==> src/rtl/frog_input_pkg.sv <==
// Shared types and defaults for the frog direction-key conditioner.
// Bit positions of every per-direction vector follow dir_t (bit 0 = U).
package frog_input_pkg;

    typedef enum logic {READY, COOL} arb_state_t;

    typedef enum logic [1:0] {DIR_U, DIR_D, DIR_L, DIR_R} dir_t;

    localparam int NUM_DIRS            = 4;
    localparam int DEF_DB_CYCLES       = 8;
    localparam int DEF_COOLDOWN_CYCLES = 4;

    // Lowest dir_t index wins, giving U > D > L > R.
    function automatic logic [NUM_DIRS-1:0] pick_winner(input logic [NUM_DIRS-1:0] press);
        logic [NUM_DIRS-1:0] one_hot;
        one_hot = '0;
        if (press[DIR_U])      one_hot[DIR_U] = 1'b1;
        else if (press[DIR_D]) one_hot[DIR_D] = 1'b1;
        else if (press[DIR_L]) one_hot[DIR_L] = 1'b1;
        else if (press[DIR_R]) one_hot[DIR_R] = 1'b1;
        return one_hot;
    endfunction

endpackage

==> src/rtl/frog_key_debounce.sv <==
// One raw key: two-flop synchronizer, run-length debounce, rising-edge press.
// press is high for one cycle on each debounced press; releases are silent.
module frog_key_debounce
    import frog_input_pkg::*;
#(
    parameter int DB_CYCLES = DEF_DB_CYCLES
) (
    input  logic clk,
    input  logic reset,
    input  logic key,
    output logic press
);

    localparam logic [7:0] CNT_LAST = 8'(DB_CYCLES - 1);

    logic       sync1_reg;
    logic       s_reg;
    logic       db_reg;
    logic       db_q_reg;
    logic [7:0] cnt_reg;

    always_ff @(posedge clk or posedge reset) begin
        if (reset) begin
            sync1_reg <= 1'b0;
            s_reg     <= 1'b0;
            db_reg    <= 1'b0;
            db_q_reg  <= 1'b0;
            cnt_reg   <= 8'd0;
        end else begin
            sync1_reg <= key;
            s_reg     <= sync1_reg;
            db_q_reg  <= db_reg;
            // Any cycle agreeing with db restarts the disagreement run.
            if (s_reg == db_reg) begin
                cnt_reg <= 8'd0;
            end else if (cnt_reg == CNT_LAST) begin
                db_reg  <= s_reg;
                cnt_reg <= 8'd0;
            end else begin
                cnt_reg <= cnt_reg + 8'd1;
            end
        end
    end

    assign press = db_reg & ~db_q_reg;

endmodule

==> src/rtl/frog_key_conditioner.sv <==
// Four debounced direction keys feeding a priority arbiter with hop cooldown;
// emits at most one registered single-cycle move pulse per cycle.
module frog_key_conditioner
    import frog_input_pkg::*;
#(
    parameter int DB_CYCLES       = DEF_DB_CYCLES,
    parameter int COOLDOWN_CYCLES = DEF_COOLDOWN_CYCLES
) (
    input  logic clk,
    input  logic reset,
    input  logic keyL,
    input  logic keyR,
    input  logic keyU,
    input  logic keyD,
    input  logic freeze,
    output logic L,
    output logic R,
    output logic U,
    output logic D
);

    localparam logic [7:0] COOL_LAST = 8'(COOLDOWN_CYCLES - 1);

    logic [NUM_DIRS-1:0] keys;
    logic [NUM_DIRS-1:0] press;

    assign keys = {keyR, keyL, keyD, keyU};

    generate
        for (genvar gi = 0; gi < NUM_DIRS; gi++) begin : g_key
            frog_key_debounce #(
                .DB_CYCLES(DB_CYCLES)
            ) u_db (
                .clk  (clk),
                .reset(reset),
                .key  (keys[gi]),
                .press(press[gi])
            );
        end
    endgenerate

    arb_state_t          state_reg, state_next;
    logic [7:0]          cool_cnt_reg, cool_cnt_next;
    logic [NUM_DIRS-1:0] pulse_reg, pulse_next;

    always_ff @(posedge clk or posedge reset) begin
        if (reset) begin
            state_reg    <= READY;
            cool_cnt_reg <= 8'd0;
            pulse_reg    <= '0;
        end else begin
            state_reg    <= state_next;
            cool_cnt_reg <= cool_cnt_next;
            pulse_reg    <= pulse_next;
        end
    end

    always_comb begin
        state_next    = state_reg;
        cool_cnt_next = cool_cnt_reg;
        pulse_next    = '0;
        // freeze discards presses outright and leaves the arbiter ready.
        if (freeze) begin
            state_next    = READY;
            cool_cnt_next = 8'd0;
        end else begin
            case (state_reg)
                READY: begin
                    if (|press) begin
                        pulse_next    = pick_winner(press);
                        state_next    = COOL;
                        cool_cnt_next = 8'd0;
                    end
                end
                COOL: begin
                    if (cool_cnt_reg == COOL_LAST) begin
                        state_next    = READY;
                        cool_cnt_next = 8'd0;
                    end else begin
                        cool_cnt_next = cool_cnt_reg + 8'd1;
                    end
                end
            endcase
        end
    end

    assign {R, L, D, U} = pulse_reg;

endmodule

==> config.mk <==
export PLATFORM = sky130hd
export DESIGN_NAME = frog_key_conditioner
export DESIGN_NICKNAME = d
export VERILOG_FILES = /design/src/rtl/frog_input_pkg.sv /design/src/rtl/frog_key_debounce.sv /design/src/rtl/frog_key_conditioner.sv
export SDC_FILE = /design/constraint.sdc
export NUM_CORES = 1
export LEC_CHECK = 0
export ABC_AREA = 1
export CAP_MARGIN = 20
export CORE_AREA = 4 4 78 116
export DETAILED_ROUTE_END_ITERATION = 8
export DIE_AREA = 0 0 82 120
export SYNTH_ARGS = -nofsm -noshare
export SYNTH_HDL_FRONTEND = slang
export SYNTH_SLANG_ARGS = --single-unit
==> constraint.sdc <==
create_clock -name clk -period 2.83 [get_ports clk]
set_clock_uncertainty 0.15 [all_clocks]
set_input_delay 0.283 -clock clk [delete_from_list [all_inputs] [get_ports clk]]
set_output_delay 0.283 -clock clk [all_outputs]
set_load 0.01 [all_outputs]
Yosys cells after proc, flatten, opt, wreduce, memory -nomap -nowiden
Index checks and enable logic that the tools add are counted.

Equal/unequal tests: 10. Bitwise gates (word level): 13. Reduce and logical (&&, ||, !) cells: 5. Muxes and demuxes: 26. Add/subtract/negate cells: 5.

Operators with widths (count): $mux W8 (11); $add A8 B1 Y8 const B (5); $eq A8 B3 Y1 const B (4); $pmux W8 S2 (1); $mux W4 (3); $not A1 Y1 (9); $eq A8 B2 Y1 const B (1); $mux W1 (8); $reduce_and A2 Y1 (4); $and A1 B1 Y1 (4); $eq A1 B1 Y1 (4); $reduce_or A4 Y1 (1); $mux W3 (1); $ne A3 B3 Y1 const B (1); $mux W2 (1); $pmux W1 S2 (1).

Input bits: 7. Flip-flop bits (word level): 61. Word-level logic and storage cells: 82. Output and inout bits: 4.

Depth between registers and ports, before layout
Gate-level depths: netlist (run 1).

Word-level depth: 9. Depth in mapped cells: 8. Gate-level depth less buffers: 8.

Hierarchy
Synthesis (run 1) repeated with hierarchy kept, for this count alone.

Cell total of the unflattened synthesis: 352. Area total of the unflattened synthesis: 2977.9 um^2.

Modules (own cells, without submodules): frog_key_debounce (area each 568.0 um^2, times used 4, cells each 65, seq. area each 300.3 um^2); frog_key_conditioner (area each 705.7 um^2, times used 1, cells each 92, seq. area each 325.3 um^2).

Least setup slack after synthesis (run 1)
No wires, ideal clock.

Path type: register to register. Start: register g_key[0].u_db.cnt_reg[0]. End: register g_key[0].u_db.cnt_reg[6]. Slack: 1.574 ns. Data arrival time: 0.977 ns. Path buffers: 0. Required time: 2.552 ns. Period minus slack after synthesis: 1.256 ns. Cell stages (with the launch flop): 9. Setup time: 0.128 ns. Cell sequence: dfrtp_1 ha_1 nand2_1 inv_1 nand3_1 nor2_1 nand2_1 nand2_1 nor2_1.

Word-level cells in the longest chain between the ends: 3. Elaborated cells on any way between the ends: 4. Those cells by class: 1 x add/sub; 1 x eq/ne; 2 x mux.

RTL lines: start: declaration (line frog_key_debounce.sv:20) `logic [7:0] cnt_reg;`; start signal: assignment (line frog_key_debounce.sv:40) `cnt_reg <= cnt_reg + 8'd1;`; $add A8 B1 Y8 or $eq A8 B3 Y1 (tied branches) (line frog_key_debounce.sv:40, frog_key_debounce.sv:36); $mux W8 (*) (line frog_key_debounce.sv:36) `end else if (cnt_reg == CNT_LAST) begin`; $mux W8 (*) (line frog_key_debounce.sv:34) `if (s_reg == db_reg) begin`.

Every way passes the cells marked *; elsewhere a longest branch is shown, timed or not. A chain may end at the register's enable or synchronous reset.

Worst setup path after layout (run 1)
Start: register pulse_reg[2]. End: output L.

RTL lines: start: declaration (line frog_key_conditioner.sv:44) `logic [NUM_DIRS-1:0] pulse_reg, pulse_next;`; start signal: assignment (line frog_key_conditioner.sv:54) `pulse_reg <= pulse_next;`; end: declaration (line frog_key_conditioner.sv:16) `output logic L,`.

No word-level cell between the ends.

==> results of run 1 <==
-- layout make-up --
type / instances / area (um^2) / share of cell area [%]
clock inverters: 6 / 63.8 / 1.85
well taps: 105 / 131 / 3.81
repair buffers: 11 / 120 / 3.48
inverters: 48 / 180 / 5.22
multi-input cells: 226 / 1200 / 34.7
clock buffers: 10 / 229 / 6.64
flip-flops and latches: 61 / 1530 / 44.3
-- power by group through the flow --
stage	registers, uW	logic (uW)	clock network, uW
3_3_place_gp	1150	536	0
6_report	1140	541	1060
4_1_cts	1140	555	1090
2_1_floorplan	1120	443	0
5_1_grt	1160	623	1130
3_5_place_dp	1150	547	0
-- cells in the mapped netlist --
cell type,number
buf_2,1
buf_6,1
dfrtp_1,61
ha_1,5
inv_1,46
inv_2,2
nand2_1,82
nand2_2,2
nand2_4,1
nand3_1,26
nand4_1,13
nor2_1,44
nor2_2,11
nor2_4,2
nor3_1,4
nor3_2,4
nor3b_1,1
o211ai_1,1
o21ai_0,10
o21ai_1,6
o21ai_2,1
o21bai_1,1
o21bai_4,3
xnor2_2,4
xor2_1,5
-- worst max path at each step --
stage	start	end	slack [ps]	cells after the start
after global placement	freeze	cool_cnt_reg[5]	1330	6
after detailed placement	freeze	cool_cnt_reg[2]	1320	6
after global routing	pulse_reg[3]	R	1190	1
after CTS	pulse_reg[2]	L	1210	1
final	pulse_reg[2]	L	1230	1
after floorplan	reset	cool_cnt_reg[0]	880	1
-- metrics by stage --
step	hold WS (ps)	total power [uW]	instances	cell area [um^2]	setup slack (ps)
detailed placement	189	1700	451	3160	1320
global route	204	2910	467	3450	1190
CTS	184	2780	467	3450	1210
finish	175	2730	467	3450	1230
floorplan	164	1570	337	2920	884
global placement	184	1680	451	3160	1330
-- routing by layer --
layer,part of all wire [%],routed length [um]
met4,2.5,125
met1,43,2180
met3,3.0,152
met2,51,2580
met5,0,0
-- cell families after synthesis --
logic type,count (synthesis),synth area share [%]
compound gates,22,5.48
xor+xnor,9,3.73
fa+ha+maj,5,2.14
buf+inv,50,6.72
flops,61,52.2
simple gates,190,29.7
==> results_dict.tcl, run 1 <==
set metrics [dict create \
    outcome "finished, final reports clean" \
    ff2ff_path_depth 4 \
    critPathBufInv 1 \
    clockRootBuffer "clkbuf_16" \
    switching_share_pct 29.8 \
    power_switching_uw 814 \
    synth.ff_latch_count 61 \
    final_cell_mix "nand2_1, dfrtp_1, inv_1" \
    start_util_pct 36.5 \
    intPower_uw 1920 \
    fin_util_pct 43.1 \
    pwr-share-seq_pct 41.6 \
    grt_util_met3_pct 3.60 \
    antenna_found_initial 0 \
    overflow 0 \
    vias 2141 \
    fin_crit_sh_pct 56.4 \
    p_comb_share_pct 19.8 \
    gp_routability_congestion 0.838 \
    crit_path_max_incr_delay_ps 520 \
    pwr_density_cell_mw_per_mm2 792 \
    p_leak_uw 0.00161 \
    slew_headroom_pct 63.7 \
    syn_area_mm2 0.00292 \
    synth_warnings 0 \
    num_rows 40 \
    track_usage_pct 11.7 \
    ctsResizeCount 0 \
    slew_violations 0 \
    finalHoldViolCount 0 \
    fmax_mhz 626 \
    synthTopCellsByArea "dfrtp_1, nand2_1, inv_1, nor2_1, nand3_1" \
    drt_iter0_drc 78 \
    tritoncts "yes" \
    htreeDepth 3 \
    syn_inst 337 \
    path_class "register to output pin" \
    diodes 0 \
    synth_nets 349 \
    gr-max-usage-layer "met2" \
    worst_ir_drop_vdd_mv 0.571 \
    crit_chain "clkdlybuf4s50_1" \
    ant_nets 0 \
    fin_setup_tns_ps 0 \
    setup_viol 0 \
    yosysSeqAreaShare_pct 52.2 \
    syn2layout_area_growth_pct 18.1 \
    dr.pass1.iters 4 \
    rrSetupSlack_ps 1450 \
    cp_slowest_cell "clkdlybuf4s50_1" \
    min_period_ps 1600 \
    cp_max_fo 1 \
    chipWidth_um 82 \
    cts_sinks 61 \
    cp_top_family "buffers and inverters" \
    gr-usage-met2_pct 19.2 \
    synth.avg_cell_area_um2 8.67 \
    grt_pass1_vias 2056 \
    numCtsBuffers 9 \
    num-nets-final 369 \
    finalWirelength_mm 5.05 \
    cts_hold_buf 0 \
    yosys.area.top_type_share_pct 52.2 \
    reg2reg_to "state_reg" \
    tightestPinTransition_ps 544 \
    core_mm2 0.00801 \
    post_drt_via_cell_ratio 4.58 \
    synth_cell_types 25 \
    cp-start-kind "register" \
    clkTransAtPathRegs_ps 50 \
    drv_cap 0 \
    drive_gt1_share_pct 13.0 \
    worstPathRequired_ps 2400 \
    grt_start_max_net_pins 37 \
    ios 11 \
    die-height_um 120 \
    synth_area_leader_cell "dfrtp_1" \
    grt_setup_unrepaired "false" \
    largest_reg_flops 32 \
    post-cts-setup-buffers 0 \
    grt_pass1_wl_mm 8.77 \
    globalRouteMet1Util_pct 13.2 \
    cp.arrival_ps 1160 \
    endpoint_kind "output pin" \
    r2r-start "cool_cnt_reg[0]" \
    avgRoutedWirePerCell_um 10.8 \
    worstSkewPairLatency_ps 330 \
    fill_cells 812 \
    drc_errors 0 \
    clkPwrFrac_pct 38.6 \
    cts_buffer_depth 2 \
    post-dp-hpwl_mm 3.67 \
    holdCritPathClass "input port to asynchronous set/reset pin" \
    design.die.area_mm2 0.00984 \
    port_buffers 10 \
    layout_commonest_cell "nand2_1" \
]
No activity file was read; power rests on OpenSTA's default activity.
==> inputs of run 2 (changes only) <==
clock period = 1.5 ns   (was 2.83 ns; I/O delays follow)
==> results_dict.tcl, run 2 (same netlist as run 1, synthesis figures left out) <==
set metrics [dict create \
    outcome "finished, final reports clean" \
    track_usage_pct 12.1 \
    grt_setup_unrepaired "false" \
    fill_cells 788 \
    cp.arrival_ps 1160 \
    syn2layout_area_growth_pct 20.0 \
    cp_top_family "buffers and inverters" \
    cp_slowest_cell "clkdlybuf4s50_1" \
    post_drt_via_cell_ratio 4.64 \
    drc_errors 0 \
    worstSetupEndpoint "U" \
    setup_viol 0 \
    finalHoldViolCount 0 \
    worstSkewPairLatency_ps 320 \
    ctsResizeCount 0 \
    worst_ir_drop_vdd_mv 0.835 \
    r2r-start "g_key[3].u_db.cnt_reg[0]" \
    path_class "register to output pin" \
    grt_start_max_net_pins 62 \
    rrSetupSlack_ps 140 \
    min_period_ps 1460 \
    start_util_pct 36.5 \
    grt_pass1_vias 2159 \
    chipWidth_um 82 \
    avgRoutedWirePerCell_um 10.7 \
    dr.pass1.iters 4 \
    cp_max_fo 1 \
    ios 11 \
    num_rows 40 \
    final_cell_mix "nand2_1, dfrtp_1, inv_1" \
    die-height_um 120 \
    clkTransAtPathRegs_ps 50 \
    gp_routability_congestion 0.816 \
    numCtsBuffers 9 \
    layout_commonest_cell "nand2_1" \
    ant_nets 0 \
    cp-startpoint "pulse_reg[0]" \
    worstPathRequired_ps 1200 \
    drv_cap 0 \
    post-dp-hpwl_mm 3.65 \
    fmax_mhz 687 \
    finalWirelength_mm 5.05 \
    cts_sinks 61 \
    overflow 0 \
    pwr_density_cell_mw_per_mm2 1500 \
    htreeDepth 3 \
    drive_gt1_share_pct 14.2 \
    crit_path_max_incr_delay_ps 520 \
    fin_util_pct 43.8 \
    critPathBufInv 1 \
    vias 2192 \
    drt_iter0_drc 78 \
    tightestPinTransition_ps 317 \
    num-nets-final 374 \
    crit_chain "clkdlybuf4s50_1" \
    endpoint_kind "output pin" \
    cts_hold_buf 0 \
    antenna_found_initial 0 \
    core_mm2 0.00801 \
    clockRootBuffer "clkbuf_16" \
    tritoncts "yes" \
    diodes 0 \
    cts_buffer_depth 2 \
    port_buffers 10 \
    fin_crit_sh_pct 97.1 \
    crit_cells 1 \
    reg2reg_to "g_key[3].u_db.cnt_reg[6]" \
    fin_setup_tns_ps 0 \
    ff2ff_path_depth 8 \
    grt_pass1_wl_mm 9.03 \
    p_leak_uw 0.00169 \
    design.die.area_mm2 0.00984 \
    slew_headroom_pct 78.9 \
    post-cts-setup-buffers 0 \
    largest_reg_flops 32 \
    holdCritPathClass "input port to asynchronous set/reset pin" \
    cp-start-kind "register" \
    slew_violations 0 \
]
-- run 2: cell count changes in the layout (fill, tap and decap cells not counted), sizes merged --
cell,before,now
clkbuf,10,12
inv,48,47
clkinv,3,2
buf,1,6
dlymetal6s2s,0,3
clkdlybuf4s50,10,7
-- run 2: per-stage QoR --
| stage | hold WS (ps) | worst slack [ps] | power (uW) | cells | instance area [um^2] |
|---|---|---|---|---|---|
| finish | 107 | 43.9 | 5250 | 472 | 3500 |
| CTS | 99.0 | 16.7 | 5350 | 472 | 3490 |
| floorplan | 31.4 | 244 | 2950 | 337 | 2930 |
| global route | 104 | 4.13 | 5570 | 472 | 3500 |
| detailed placement | 185 | 98.7 | 3300 | 456 | 3200 |
| global placement | 183 | 130 | 3270 | 456 | 3200 |
-- run 2: cell type report --
class | instances | area (um^2) | area share (%)
multi-input cells | 226 | 1200 | 34.3
inverters | 48 | 184 | 5.25
clock buffers | 12 | 246 | 7.03
clock inverters | 4 | 47.5 | 1.36
repair buffers | 16 | 165 | 4.71
well taps | 105 | 131 | 3.75
flip-flops and latches | 61 | 1530 | 43.6
-- run 2: how the worst min path moves through the flow --
stage                              endpoint  cells past startpoint
global placement        g_key[1].u_db.s_reg                      0
global route        g_key[0].u_db.sync1_reg                      1
detailed placement      g_key[0].u_db.s_reg                      0
floorplan           g_key[0].u_db.sync1_reg                      0
CTS                 g_key[1].u_db.sync1_reg                      1
finish              g_key[3].u_db.sync1_reg                      3
-- run 2: report_power, final --
| group | internal, uW | leakage, uW | switching (uW) |
|---|---|---|---|
| Clock | 1320 | 0.000143 | 676 |
| Sequential | 1910 | 0.000819 | 215 |
| Combinational | 500 | 0.000732 | 622 |
| Total | 3730 | 0.00169 | 1510 |
-- run 2: per-layer routing --
layer  track usage [%]  routed length (um)
met1              12.6                2090
met2              20.4                2640
met3              3.23                 149
met4              8.32                 174
met5                 0                   0
-- run 2: worst min-delay path: stages --
cell and delay [ps]:
clkdlybuf4s50_1 440, clkinvlp_4 90, buf_12 290
==> inputs of run 3 (changes only) <==
CAP_MARGIN = 25   (was 20)
HOLD_SLACK_MARGIN = 0.06   (was not set)
==> results of run 3 <==
Final layout, timing and power as in run 2 (identical DEF).
